## config.mk

```make
export PLATFORM = sky130hd
export DESIGN_NAME = hazard_ctrl
export DESIGN_NICKNAME = d
export VERILOG_FILES = /design/src/rtl/hazard_ctrl.sv
export SDC_FILE = /design/constraint.sdc
export NUM_CORES = 1
export LEC_CHECK = 0
export CORE_ASPECT_RATIO = 0.5
export CORE_UTILIZATION = 40
export DETAILED_ROUTE_END_ITERATION = 12
export PLACE_DENSITY = 0.69
export RECOVER_POWER = 50
export SYNTH_ARGS = -nofsm -noshare
export SYNTH_HDL_FRONTEND = slang
export SYNTH_SLANG_ARGS = --single-unit
```

## constraint.sdc

```tcl
create_clock -name i_clk -period 3.9 [get_ports i_clk]
set_input_delay 0.78 -clock i_clk [delete_from_list [all_inputs] [get_ports i_clk]]
set_output_delay 0.78 -clock i_clk [all_outputs]
set_load 0.01 [all_outputs]
```

## src/rtl/hazard_ctrl.sv

```systemverilog
// Pipeline hazard controller: tracks EX/MEM producers, generates stall/flush/bubble
// controls and registered operand-forwarding selects. Optional forwarding: HAZARD_CTRL_FORWARDING_EN.
module hazard_ctrl #(
  parameter int unsigned REG_AW = 5,
  parameter int unsigned CNT_W  = 16
) (
  input  logic              i_clk,
  input  logic              i_rst,
  input  logic              i_id_valid,
  input  logic [REG_AW-1:0] i_id_rs1,
  input  logic [REG_AW-1:0] i_id_rs2,
  input  logic [REG_AW-1:0] i_id_rd,
  input  logic              i_id_use_rs1,
  input  logic              i_id_use_rs2,
  input  logic              i_id_reg_w_en,
  input  logic              i_id_mem_r_en,
  input  logic              i_ex_redirect,
  input  logic              i_mem_stall,
  output logic              o_stall_if,
  output logic              o_stall_id,
  output logic              o_flush_id,
  output logic              o_bubble_ex,
  output logic [1:0]        o_fwd_a,
  output logic [1:0]        o_fwd_b,
  output logic [CNT_W-1:0]  o_stall_cnt
);

  typedef struct packed {
    logic              valid;
    logic [REG_AW-1:0] rd;
    logic              reg_w_en;
    logic              mem_r_en;
  } stage_t;

  stage_t           ex_q;
  stage_t           mem_q;
  stage_t           id_entry;
  logic [CNT_W-1:0] stall_cnt_q;
  logic             hazard;
  logic             hazard_stall;

  // x0 is hard-wired, so it never creates a dependency.
  function automatic logic hits(input stage_t e, input logic [REG_AW-1:0] rs,
                                input logic in_use, input logic loads_only);
    return e.valid && e.reg_w_en && (e.mem_r_en || !loads_only) &&
           in_use && (rs != '0) && (e.rd == rs);
  endfunction

  always_comb begin
    id_entry          = '0;
    id_entry.valid    = i_id_valid;
    id_entry.rd       = i_id_rd;
    id_entry.reg_w_en = i_id_reg_w_en;
    id_entry.mem_r_en = i_id_mem_r_en;
  end

`ifdef HAZARD_CTRL_FORWARDING_EN
  // Only a load still in EX cannot be forwarded in time.
  always_comb begin
    hazard = 1'b0;
    if (i_id_valid)
      hazard = hits(ex_q, i_id_rs1, i_id_use_rs1, 1'b1) ||
               hits(ex_q, i_id_rs2, i_id_use_rs2, 1'b1);
  end
`else
  always_comb begin
    hazard = 1'b0;
    if (i_id_valid)
      hazard = hits(ex_q,  i_id_rs1, i_id_use_rs1, 1'b0) ||
               hits(ex_q,  i_id_rs2, i_id_use_rs2, 1'b0) ||
               hits(mem_q, i_id_rs1, i_id_use_rs1, 1'b0) ||
               hits(mem_q, i_id_rs2, i_id_use_rs2, 1'b0);
  end
`endif

  // Priority: reset, then freeze, then redirect, then data hazard.
  always_comb begin
    o_stall_if   = 1'b0;
    o_stall_id   = 1'b0;
    o_flush_id   = 1'b0;
    o_bubble_ex  = 1'b0;
    hazard_stall = 1'b0;
    if (!i_rst) begin
      if (i_mem_stall) begin
        o_stall_if = 1'b1;
        o_stall_id = 1'b1;
      end else if (i_ex_redirect) begin
        o_flush_id  = 1'b1;
        o_bubble_ex = 1'b1;
      end else if (hazard) begin
        o_stall_if   = 1'b1;
        o_stall_id   = 1'b1;
        o_bubble_ex  = 1'b1;
        hazard_stall = 1'b1;
      end
    end
  end

  always_ff @(posedge i_clk) begin
    if (i_rst) begin
      ex_q        <= '0;
      mem_q       <= '0;
      stall_cnt_q <= '0;
    end else if (!i_mem_stall) begin
      mem_q <= ex_q;
      ex_q  <= o_bubble_ex ? '0 : id_entry;
      if (hazard_stall && (stall_cnt_q != '1))
        stall_cnt_q <= stall_cnt_q + CNT_W'(1);
    end
  end

  assign o_stall_cnt = stall_cnt_q;

`ifdef HAZARD_CTRL_FORWARDING_EN
  logic [1:0] fwd_a_q;
  logic [1:0] fwd_b_q;

  // Selects are computed for the ID instruction and take effect once it reaches EX:
  // today's EX producer will sit in MEM (01), today's MEM producer in WB (10).
  function automatic logic [1:0] fwd_sel(input stage_t ex_e, input stage_t mem_e,
                                         input logic [REG_AW-1:0] rs, input logic in_use);
    if (hits(ex_e, rs, in_use, 1'b0))
      return 2'b01;
    else if (hits(mem_e, rs, in_use, 1'b0))
      return 2'b10;
    else
      return 2'b00;
  endfunction

  always_ff @(posedge i_clk) begin
    if (i_rst) begin
      fwd_a_q <= '0;
      fwd_b_q <= '0;
    end else if (!i_mem_stall) begin
      if (o_bubble_ex || !i_id_valid) begin
        fwd_a_q <= '0;
        fwd_b_q <= '0;
      end else begin
        fwd_a_q <= fwd_sel(ex_q, mem_q, i_id_rs1, i_id_use_rs1);
        fwd_b_q <= fwd_sel(ex_q, mem_q, i_id_rs2, i_id_use_rs2);
      end
    end
  end

  assign o_fwd_a = fwd_a_q;
  assign o_fwd_b = fwd_b_q;
`else
  assign o_fwd_a = '0;
  assign o_fwd_b = '0;
`endif

endmodule

```

# After elaboration in Yosys (flattened, before gate mapping)
# Index checks and enable logic that the tools add are counted.
dict set report word_totals {
  reg_bits 30
  input_bits 24
  output_inout_bits 24
  elab_cells 49
}
dict set report op_classes {
  n_addsub 1
  n_eq_ne 5
  mux 14
  bitwise 1
  n_reduce_logical 21
}
# operator n
set ops {}
lappend ops {{$eq A5 B5 Y1} 4}
lappend ops {{$add A16 B1 Y16 const B} 1}
lappend ops {{$ne A16 B16 Y1 const B} 1}
lappend ops {{$logic_and A1 B1 Y1} 15}
lappend ops {{$mux W1} 13}
lappend ops {{$reduce_bool A5 Y1} 2}
lappend ops {{$mux W8} 1}
lappend ops {{$logic_or A1 B1 Y1} 3}
lappend ops {{$reduce_and A2 Y1} 1}
lappend ops {{$not A1 Y1} 1}

# Depth between registers and ports, before layout
# Gate-level depths: netlist (run 1).
dict set report depth {
  word_depth 14
  ltp_mapped 9
  ltp_nobuf 8
}

# Worst setup path before layout (run 1)
# No wires, ideal clock.
dict set report synth_path {
  kind {input port to output port}
  startpoint {in i_id_rs2[2]}
  endpoint {out o_stall_if}
  arrival_ps 1999
  path_slack_ps 1121
  path_stages 7
  path_cell_list {xor2_1 nor4_1 a22oi_1 o22ai_4 a21oi_1 nor2_1 buf_4}
}
dict set report synth_via {
  elab_chain_len 11
  word_cells_on_any_way 15
  classes_between {2 x eq/ne; 5 x mux; 8 x reduce/logical}
}
# element line
set synth_lines {}
lappend synth_lines {{from (decl)} 11} ;# input logic [REG_AW-1:0] i_id_rs2,
lappend synth_lines {{$reduce_bool A5 Y1} 46} ;# in_use && (rs != '0) && (e.rd == rs);
lappend synth_lines {{$logic_and A1 B1 Y1 (2 in a row)} 46}
lappend synth_lines {{$logic_or A1 B1 Y1} 69} ;# hazard = hits(ex_q, i_id_rs1, i_id_use_rs1, 1'b0) ||
lappend synth_lines {{$logic_or A1 B1 Y1} 70} ;# hits(ex_q, i_id_rs2, i_id_use_rs2, 1'b0) ||
lappend synth_lines {{$logic_or A1 B1 Y1 (*)} 71} ;# hits(mem_q, i_id_rs1, i_id_use_rs1, 1'b0) ||
lappend synth_lines {{$mux W1 (*)} 68} ;# if (i_id_valid)
lappend synth_lines {{$mux W1 (*) (4 in a row)} n/a}
lappend synth_lines {{to (decl)} 19} ;# output logic o_stall_if,
# Every way passes the cells marked *; elsewhere a longest branch is shown, timed or not.

# Worst setup path in the final report (run 1)
dict set report layout_path {
  startpoint {in i_id_rs2[2]}
  endpoint {out o_bubble_ex}
}
dict set report layout_via {
  elab_chain_len 11
  word_cells_on_any_way 15
  classes_between {2 x eq/ne; 5 x mux; 8 x reduce/logical}
}
# element line
set layout_lines {}
lappend layout_lines {{$reduce_bool A5 Y1} 46}
lappend layout_lines {{$logic_and A1 B1 Y1 (2 in a row)} 46}
lappend layout_lines {{$logic_or A1 B1 Y1} 69}
lappend layout_lines {{$logic_or A1 B1 Y1} 70}
lappend layout_lines {{$logic_or A1 B1 Y1 (*)} 71}
lappend layout_lines {{$mux W1 (*)} 68}
lappend layout_lines {{$mux W1 (*)} 90} ;# end else if (hazard) begin
lappend layout_lines {{$mux W1 (*)} 87} ;# end else if (i_ex_redirect) begin
lappend layout_lines {{$mux W1 (*)} 84} ;# if (i_mem_stall) begin
lappend layout_lines {{$mux W1 (*)} 83} ;# if (!i_rst) begin
lappend layout_lines {{to (decl)} 22} ;# output logic o_bubble_ex,
# Marks and branches as above.

==> impl_metrics.json, run 1 <==
{
  "synth_compound_area_frac": 0.1437,
  "power_switching_mw": 0.1465,
  "die-area_sq_mm": 0.004457,
  "avgRoutedWirePerCell_um": 12.44,
  "fin_nets": 263,
  "place_congestion": 0.8372,
  "diodes": 0,
  "rsz0062_at_grt": "false",
  "ys_seq_area_frac": 0.3593,
  "power.share.switching": 0.2294,
  "grt_max_degree": 34,
  "drc_errors": 0,
  "cp_max_fo": 7,
  "path_delay_family": "buffers and inverters",
  "ys_async_sr_fraction": 0,
  "fin_util": 0.5631,
  "cellPowerDensity_mw_per_mm2": 287.7,
  "place_ws_ps": 75.46,
  "power_leakage_nw": 0.8533,
  "crit_arrival_ps": 2980,
  "worst_pin_slew_ps": 1018,
  "startpoint": "i_id_rs2[2]",
  "cts-root-buf": "clkbuf_8",
  "ir_worst_vdd_mv": 0.1392,
  "core_area_sq_mm": 0.003944,
  "io_pins": 48,
  "vias_per_cell": 5.133,
  "clock-sinks": 30,
  "min_period_ps": 3755,
  "ys_ff_latch": 30,
  "routed_wl_um": 3646,
  "holdWs_ps": 468.1,
  "track_usage": 0.1659,
  "clock_latency_ps": 270,
  "worstReg2RegStart": "mem_q[5]$_SDFFE_PP0N_",
  "cts_tree": "yes",
  "grt_pass1_wl_um": 5671,
  "finalNonFillerCells": 293,
  "syn_inst": 195,
  "yosys_warnings": 0,
  "synth_top_family_by_area": "simple AND/OR/NAND/NOR gates",
  "required_ps": 3120,
  "p_int_mw": 0.4923,
  "rows": 16,
  "max_cap_viol_count": 0,
  "layout-drive-gt1-share": 0.09205,
  "num_vias": 1504,
  "drt_first_pass_iters": 4,
  "ys.flop_type": "dfxtp_1",
  "fmax_mhz": 266.3,
  "cpPeakStageDelay_ps": 550,
  "placed_cell_area_sq_mm": 0.002122,
  "setup_ws_ps": 144.9,
  "cp-start-kind": "primary input",
  "dp_hpwl_um": 2689,
  "max-clock-path-buffers": 2,
  "synthXorXnorAreaFrac": 0.1153,
  "p_seq_frac": 0.494,
  "register_area_sq_um": 600.6,
  "netlist_area_sq_mm": 0.001672,
  "n_fill_cell": 377,
  "multi_input_area_sq_mm": 0.001011,
  "timing.setup.tns_ps": 0,
  "final-hold-violation-count": 0,
  "clk_pin_slew_ps": 60,
  "synth-edff-count": 0,
  "initial_core_util": 0.4239,
  "hp-start": "ex_q[1]$_SDFFE_PP0N_",
  "cts_buffers": 5,
  "skew_ps": 4.990,
  "critPathBufInv": 2,
  "antenna_found_initial": 0,
  "dieHeight_um": 47.71,
  "clkPwrFrac": 0.392,
  "synth_cell_types": 37,
  "status": "finished, final reports clean",
  "placed_cells": 285,
  "final_max_slew_viol_count": 0,
  "drtIter0Drc": 36,
  "reg2reg_setup_slack_ps": 1530,
  "end_kind": "primary output",
  "maxSlewHeadroom": 0.3216,
  "setup_viol": 0,
  "htree_levels": 2,
  "synth_fa_ha_area_frac": 0.007485,
  "grt_pass1_vias": 1270,
  "io_buffers": 42,
  "synth_area_per_cell_sq_um": 8.572,
  "combPwrFrac": 0.114,
  "postCtsSetupRepairBufs": 0,
  "ant_nets": 0,
  "hp-class": "flip-flop to flip-flop",
  "fin_area_sq_mm": 0.002221,
  "synthToLayoutAreaGrowth_pct": 32.86,
  "yosys.area_share.simple": 0.2680,
  "post-route-period-util": 0.9628,
  "crit_chain": "clkdlybuf4s50_1 -> xor2_1 -> nor4_1 -> a22oi_1 -> o22ai_4 -> and2_4 -> nor2_1 -> nor2_1 -> clkdlybuf4s50_1",
  "dieWidth_um": 93.42,
  "overflow": 0,
  "finalPower_mw": 0.6389,
  "slowest_stage": "clkdlybuf4s50_1",
  "synthMuxAreaShare": 0.05464,
  "critPathKind": "primary input to primary output"
}
[final cells by class]
type | instances | area share
multi-input combinational | 153 | 0.4552
sequential | 30 | 0.2704
timing repair buffer | 45 | 0.1977
clock buffer | 7 | 0.03887
tap | 54 | 0.03042
inverter | 3 | 0.005070
clock inverter | 1 | 0.002254
[worst paths after layout]
check                            endpoint  cells past startpoint
max                           o_bubble_ex                      9
min                  ex_q[1]$_SDFFE_PP0N_                      2
min reg2reg          ex_q[1]$_SDFFE_PP0N_                      2
max reg2reg  o_stall_cnt[15]$_SDFFE_PP0P_                      8
[flip-flops by register name (all words and copies together) (netlist names)]
name and flops:
ex_q 7, o_stall_cnt 16, mem_q 7
[timing repair]
action / CTS / global route
hold buffers: 0 / 0
hold endpoints to repair: 0 / 0
resized for setup: 0 / 2
endpoints found under the setup margin: 0 / 1
[worst min-delay path, delay by kind of cell (launching register included)]
kind	cells	cell delay, ps
flip-flops	1	320
AO/OA/AOI/OAI	1	50
AND/OR/NAND/NOR	1	60
[cell families after synthesis]
group | after synthesis
AO/OA/AOI/OAI | 37
multiplexers | 9
buffers and inverters | 15
flip-flops | 30
adder cells (fa/ha/maj) | 1
XOR/XNOR | 22
other | 1
AND/OR/NAND/NOR | 80
[synth_stat cells (2+ instances only)]
library cell,n,area share
clkbuf_1,3,0.0067
a21oi_1,18,0.054
buf_4,5,0.022
mux2i_1,8,0.048
nand2_1,14,0.031
a22oi_1,2,0.0090
o21ai_0,5,0.015
or4b_1,6,0.036
buf_1,3,0.0067
nand3_1,4,0.012
o31ai_1,6,0.027
o21ba_2,2,0.012
nor2_1,23,0.052
inv_1,3,0.0067
dfxtp_1,30,0.36
or3_1,5,0.019
nor2b_1,2,0.0075
nand4_1,6,0.022
or4_1,8,0.036
xor2_1,21,0.11
nor4_1,4,0.015
o21ai_2,2,0.010
[power groups by stage]
stage | Sequential [mW] | Clock (mW) | Combinational [mW]
floorplan | 0.321 | 0 | 0.0386
global placement | 0.322 | 0 | 0.0715
detailed placement | 0.322 | 0 | 0.0727
CTS | 0.316 | 0.256 | 0.0732
global route | 0.316 | 0.276 | 0.0801
finish | 0.316 | 0.250 | 0.0731
[layout by cell type (no fill, tap or decap), drive strengths merged, types with 2 or more instances in the layout]
cell	n
a21oi	18
a22oi	2
buf	2
clkbuf	8
clkdlybuf4s50	25
conb	4
dfxtp	30
dlygate4sd3	17
inv	3
mux2i	8
nand2	14
nand3	5
nand4	6
nor2	23
nor2b	2
nor4	4
o21ai	7
o21ba	2
o31ai	6
or3	5
or4	9
or4b	6
xor2	21
[routing by layer]
layer / global-route usage / wire [um] / vias up / part of all wire
met2: 0.3044 / 1783 / 30 / 0.49
met1: 0.2080 / 1737 / 693 / 0.48
met4: 0.03692 / 0 / 0 / 0
met5: 0 / 0 / - / 0
li1: - / - / 781 / -
met3: 0.03810 / 125 / 0 / 0.034
Note: power is estimated with default switching activity, not from simulation.
==> run 2, diff against run 1 <==
--- a/config.mk
+++ b/config.mk
@@ -6,9 +6,8 @@
 export NUM_CORES = 1
 export LEC_CHECK = 0
 export CORE_ASPECT_RATIO = 0.5
-export CORE_UTILIZATION = 40
+export CORE_UTILIZATION = 29
 export DETAILED_ROUTE_END_ITERATION = 12
-export PLACE_DENSITY = 0.69
 export RECOVER_POWER = 50
 export SYNTH_ARGS = -nofsm -noshare
 export SYNTH_HDL_FRONTEND = slang
==> run 2 against run 1 <==
  * Sequential cell count did not move
  * Final cell count rose by 6.8%
  * Register-to-register slack improved by 40 ps
  * Highest routed layer is now met4
  * Critical path type unchanged
  * Setup slack got worse by 22 ps
  * Worst hold slack improved by 2.2 ps
  * Clock power rose by 52%
  * Cell area rose by 3.7%
  * Clock skew rose by 1.3 ps
  * Sequential power barely moved
  * Critical path depth did not move
==> impl_metrics.json, run 2 (synthesis results as in run 1) <==
{
  "status": "finished, final reports clean",
  "cts-root-buf": "clkbuf_16",
  "required_ps": 3120,
  "clock-sinks": 30,
  "layout_common_cells": "30 x dfxtp_1, 26 x clkdlybuf4s50_1, 23 x nor2_1",
  "crit_chain": "clkdlybuf4s50_1 -> xor2_1 -> nor4_1 -> a22oi_1 -> o22ai_4 -> and2_4 -> nor2_1 -> nor2_1 -> clkdlybuf4s50_1",
  "num_vias": 1554,
  "drc_errors": 0,
  "dieWidth_um": 109.4,
  "fin_nets": 264,
  "fmax_mhz": 264.8,
  "io_buffers": 42,
  "grt_pass1_wl_um": 6506,
  "place_congestion": 0.8325,
  "p_seq_frac": 0.409,
  "hp-class": "flip-flop to flip-flop",
  "hp-start": "ex_q[1]$_SDFFE_PP0N_",
  "n_fill_cell": 574,
  "final_common_cell": "dfxtp_1",
  "critPathKind": "primary input to primary output",
  "htree_levels": 2,
  "combPwrFrac": 0.097,
  "post-route-period-util": 0.9684,
  "power_leakage_nw": 0.8837,
  "final-hold-violation-count": 0,
  "timing.setup.tns_ps": 0,
  "skew_ps": 6.268,
  "worstReg2RegStart": "mem_q[4]$_SDFFE_PP0N_",
  "final_max_slew_viol_count": 0,
  "track_usage": 0.1419,
  "max-clock-path-buffers": 2,
  "cts_hold_buf": 0,
  "diodes": 0,
  "dieHeight_um": 55.69,
  "grt_max_degree": 34,
  "die-area_sq_mm": 0.006090,
  "drtIter0Drc": 67,
  "setup_ws_ps": 123.1,
  "setup_viol": 0,
  "rsz0062_at_grt": "false",
  "routed_wl_um": 4017,
  "vias_per_cell": 4.965,
  "register_area_sq_um": 600.6,
  "overflow": 0,
  "postCtsSetupRepairBufs": 0,
  "avgRoutedWirePerCell_um": 12.83,
  "power.share.switching": 0.2174,
  "synthToLayoutAreaGrowth_pct": 37.80,
  "clkPwrFrac": 0.493,
  "initial_core_util": 0.3031,
  "place_ws_ps": 102.2,
  "max_cap_viol_count": 0,
  "cellPowerDensity_mw_per_mm2": 335.0,
  "fin_util": 0.4177,
  "slowest_stage": "clkdlybuf4s50_1",
  "ant_nets": 0,
  "crit_arrival_ps": 3000,
  "io_pins": 48,
  "largest_reg_flops": 16,
  "end_kind": "primary output",
  "maxSlewHeadroom": 0.2946,
  "drt_first_pass_iters": 6,
  "ir_worst_vdd_mv": 0.1368,
  "clk_pin_slew_ps": 50,
  "min_period_ps": 3777,
  "cts_tree": "yes",
  "antenna_found_initial": 0,
  "p_int_mw": 0.6039,
  "cts_buffers": 5,
  "worst_pin_slew_ps": 1058,
  "cp_max_fo": 7,
  "dp_hpwl_um": 2874,
  "startpoint": "i_id_rs2[2]",
  "cp-start-kind": "primary input",
  "clock_latency_ps": 270,
  "cpPeakStageDelay_ps": 530,
  "multi_input_area_sq_mm": 0.001006,
  "rows": 19,
  "finalPower_mw": 0.7717,
  "layout-drive-gt1-share": 0.09167,
  "grt_pass1_vias": 1436,
  "power_switching_mw": 0.1678,
  "core_area_sq_mm": 0.005515
}
==> run 2: what timing repair did <==
action / 4_1_cts / 5_1_grt
endpoints found under the hold margin: 0 / 0
setup endpoints to repair: 0 / 1
gates resized for setup: 0 / 1
==> run 2: final timing paths <==
path | end | slack, ps | cells past startpoint
max reg2reg | o_stall_cnt[9]$_SDFFE_PP0P_ | 1570 | 8
max | o_bubble_ex | 120 | 9
min reg2reg | ex_q[1]$_SDFFE_PP0N_ | 470 | 2
min | ex_q[1]$_SDFFE_PP0N_ | 470 | 2
==> run 2: final cells by class <==
class,instances,area share
inverters,3,0.004889
flip-flops and latches,30,0.2607
clock inverters,1,0.002173
multi-input cells,153,0.4367
repair buffers,46,0.1939
clock buffers,7,0.06192
well taps,73,0.03965
==> run 2: through the flow <==
| stage | cells | hold WS (ps) | cell area (sq um) |
|---|---|---|---|
| finish | 313 | 470.3 | 2303 |
| global placement | 305 | 460.4 | 2153 |
| CTS | 313 | 468.2 | 2301 |
| global route | 313 | 487.8 | 2303 |
| detailed placement | 305 | 460.7 | 2153 |
| floorplan | 198 | 444.4 | 1683 |
==> run 2: routing by layer <==
| layer | vias to the layer above | global-route usage | wire, um |
|---|---|---|---|
| li1 | 776 | - | - |
| met1 | 741 | 0.1720 | 1838 |
| met2 | 30 | 0.2318 | 1917 |
| met3 | 7 | 0.04333 | 194 |
| met4 | 0 | 0.06286 | 67 |
| met5 | - | 0 | 0 |
==> run 2: power by group through the flow <==
| stage | clock network (mW) | registers, mW | logic, mW |
|---|---|---|---|
| after floorplan | 0 | 0.321 | 0.0386 |
| after global placement | 0 | 0.322 | 0.0734 |
| after detailed placement | 0 | 0.322 | 0.0744 |
| after CTS | 0.392 | 0.316 | 0.0749 |
| after global routing | 0.406 | 0.316 | 0.0824 |
| final | 0.381 | 0.316 | 0.0751 |
==> run 2: critical path: cells and delay by family <==
| family | cells | cell delay, ps |
|---|---|---|
| xor gates and xnor gates | 1 | 180 |
| buffers and inverters | 2 | 1020 |
| and+or+nand+nor | 4 | 620 |
| AOI/OAI and AO/OA | 2 | 380 |
==> run 3, diff against run 2 <==
--- a/config.mk
+++ b/config.mk
@@ -6,8 +6,9 @@
 export NUM_CORES = 1
 export LEC_CHECK = 0
 export CORE_ASPECT_RATIO = 0.5
-export CORE_UTILIZATION = 29
+export CORE_UTILIZATION = 45
 export DETAILED_ROUTE_END_ITERATION = 12
+export PLACE_DENSITY = 0.76
 export RECOVER_POWER = 50
 export SYNTH_ARGS = -nofsm -noshare
 export SYNTH_HDL_FRONTEND = slang
==> run 3 against run 2 <==
  * Sequential cell count is the same
  * Clock-buffer cell count shrank 1
  * Final cell count shrank 7.0%
  * Critical path type unchanged
  * Critical endpoint is now o_stall_id
  * Highest routed layer unchanged
==> impl_metrics.json, run 3 (synthesis results as in run 1) <==
{
  "cts_tree": "yes",
  "dieWidth_um": 88.20,
  "timing.setup.tns_ps": 0,
  "cpPeakStageDelay_ps": 550,
  "fin_util": 0.6538,
  "placed_cell_area_sq_mm": 0.002126,
  "avgRoutedWirePerCell_um": 12.86,
  "grt_max_degree": 34,
  "skew_ps": 5.152,
  "fin_area_sq_mm": 0.002282,
  "fin_nets": 264,
  "clk_pin_slew_ps": 70,
  "layout_common_cells": "30 x dfxtp_1, 24 x clkdlybuf4s50_1, 23 x nor2_1",
  "overflow": 0,
  "holdWs_ps": 491.6,
  "num_vias": 1550,
  "postCtsSetupRepairBufs": 0,
  "synthToLayoutAreaGrowth_pct": 36.53,
  "ir_worst_vdd_mv": 0.2461,
  "max-clock-path-buffers": 2,
  "drc_errors": 0,
  "rsz0062_at_grt": "false",
  "crit_chain": "clkdlybuf4s50_1 -> xor2_1 -> nor4_2 -> a22oi_2 -> o22ai_4 -> a21oi_1 -> nor2_1 -> clkdlybuf4s50_1",
  "setup_viol": 0,
  "drtIter0Drc": 71,
  "critPathKind": "primary input to primary output",
  "dp_hpwl_um": 2659,
  "diodes": 0,
  "layout-drive-gt1-share": 0.1042,
  "cts_hold_buf": 0,
  "die-area_sq_mm": 0.003977,
  "end_kind": "primary output",
  "post-route-period-util": 0.9514,
  "core_area_sq_mm": 0.003491,
  "drt_first_pass_iters": 4,
  "crit_arrival_ps": 2930,
  "cellPowerDensity_mw_per_mm2": 341.8,
  "grt_pass1_vias": 1299,
  "rows": 15,
  "power_leakage_nw": 0.9016,
  "clock-sinks": 30,
  "hp-class": "flip-flop to flip-flop",
  "min_period_ps": 3710,
  "clock_latency_ps": 280,
  "fmax_mhz": 269.5,
  "track_usage": 0.1908,
  "routed_wl_um": 3741,
  "final-hold-violation-count": 0,
  "max_cap_viol_count": 0,
  "largest_reg_flops": 16,
  "cts_buffers": 5,
  "cpMostUsedCell": "clkdlybuf4s50_1",
  "place_congestion": 0.8200,
  "final_max_slew_viol_count": 0,
  "final_common_cell": "dfxtp_1",
  "finalPower_mw": 0.7800,
  "io_pins": 48,
  "initial_core_util": 0.4789,
  "dieHeight_um": 45.10,
  "vias_per_cell": 5.326,
  "grt_pass1_wl_um": 5733,
  "cp-start-kind": "primary input",
  "cts-root-buf": "clkbuf_8",
  "io_buffers": 42,
  "cts_resized": 0,
  "status": "finished, final reports clean",
  "ant_nets": 0,
  "cp_max_fo": 3,
  "htree_levels": 2,
  "required_ps": 3120,
  "slowest_stage": "clkdlybuf4s50_1",
  "antenna_found_initial": 0
}
-- run 3: cell types whose count changed in the layout (fill, tap and decap cells not counted) --
cell,previous run,this run
clkbuf_16,5,0
clkbuf_8,1,6
bufinv_16,0,2
clkbuf_1,2,0
clkdlybuf4s50_1,26,24
a22oi_1,2,1
a22oi_2,0,1
buf_4,3,4
clkinv_2,1,0
dlygate4sd3_1,16,17
dlymetal6s2s_1,0,1
-- run 3: path summary, 6_finish.rpt --
check                             start                           end  slack, ps  cells past startpoint
hold / removal     ex_q[1]$_SDFFE_PP0N_          ex_q[1]$_SDFFE_PP0N_        490                      2
setup reg to reg  mem_q[3]$_SDFFE_PP0N_  o_stall_cnt[13]$_SDFFE_PP0P_       1500                      8
hold reg to reg    ex_q[1]$_SDFFE_PP0N_          ex_q[1]$_SDFFE_PP0N_        490                      2
setup / recovery            i_id_rs2[1]                    o_stall_id        190                      8
-- run 3: per-layer routing --
layer	part of all wire	global-route usage	up-vias
li1	-	-	783
met1	0.46	0.2330	730
met2	0.49	0.3400	30
met3	0.036	0.04570	7
met4	0.012	0.06129	0
met5	0	0	-
-- run 3: power breakdown --
group          internal (mW)  switching [mW]
sequential             0.311         0.00486
combinational         0.0404          0.0341
clock                  0.272           0.118
total                  0.623           0.157
-- run 3: cell type report --
type	instances	area (sq um)
Clock buffer	6	82.58
Clock inverter	2	60.06
Fill cell	310	1209
Inverter	3	11.26
Multi-Input combinational cell	153	1011
Sequential cell	30	600.6
Tap cell	51	63.81
Timing Repair Buffer	46	452.9
-- run 3: through the flow --
| step | worst slack [ps] | cells |
|---|---|---|
| after floorplan | 1121 | 198 |
| after global placement | 126.9 | 283 |
| after detailed placement | 76.71 | 283 |
| after CTS | 67.21 | 291 |
| after global routing | 73.09 | 291 |
| final | 189.6 | 291 |
-- run 3: worst max-delay path: cells and delay by family --
family	cells	cell delay (ps)
AND/OR/NAND/NOR	2	470
XOR/XNOR	1	190
buffers and inverters	2	1040
AO/OA/AOI/OAI	3	450
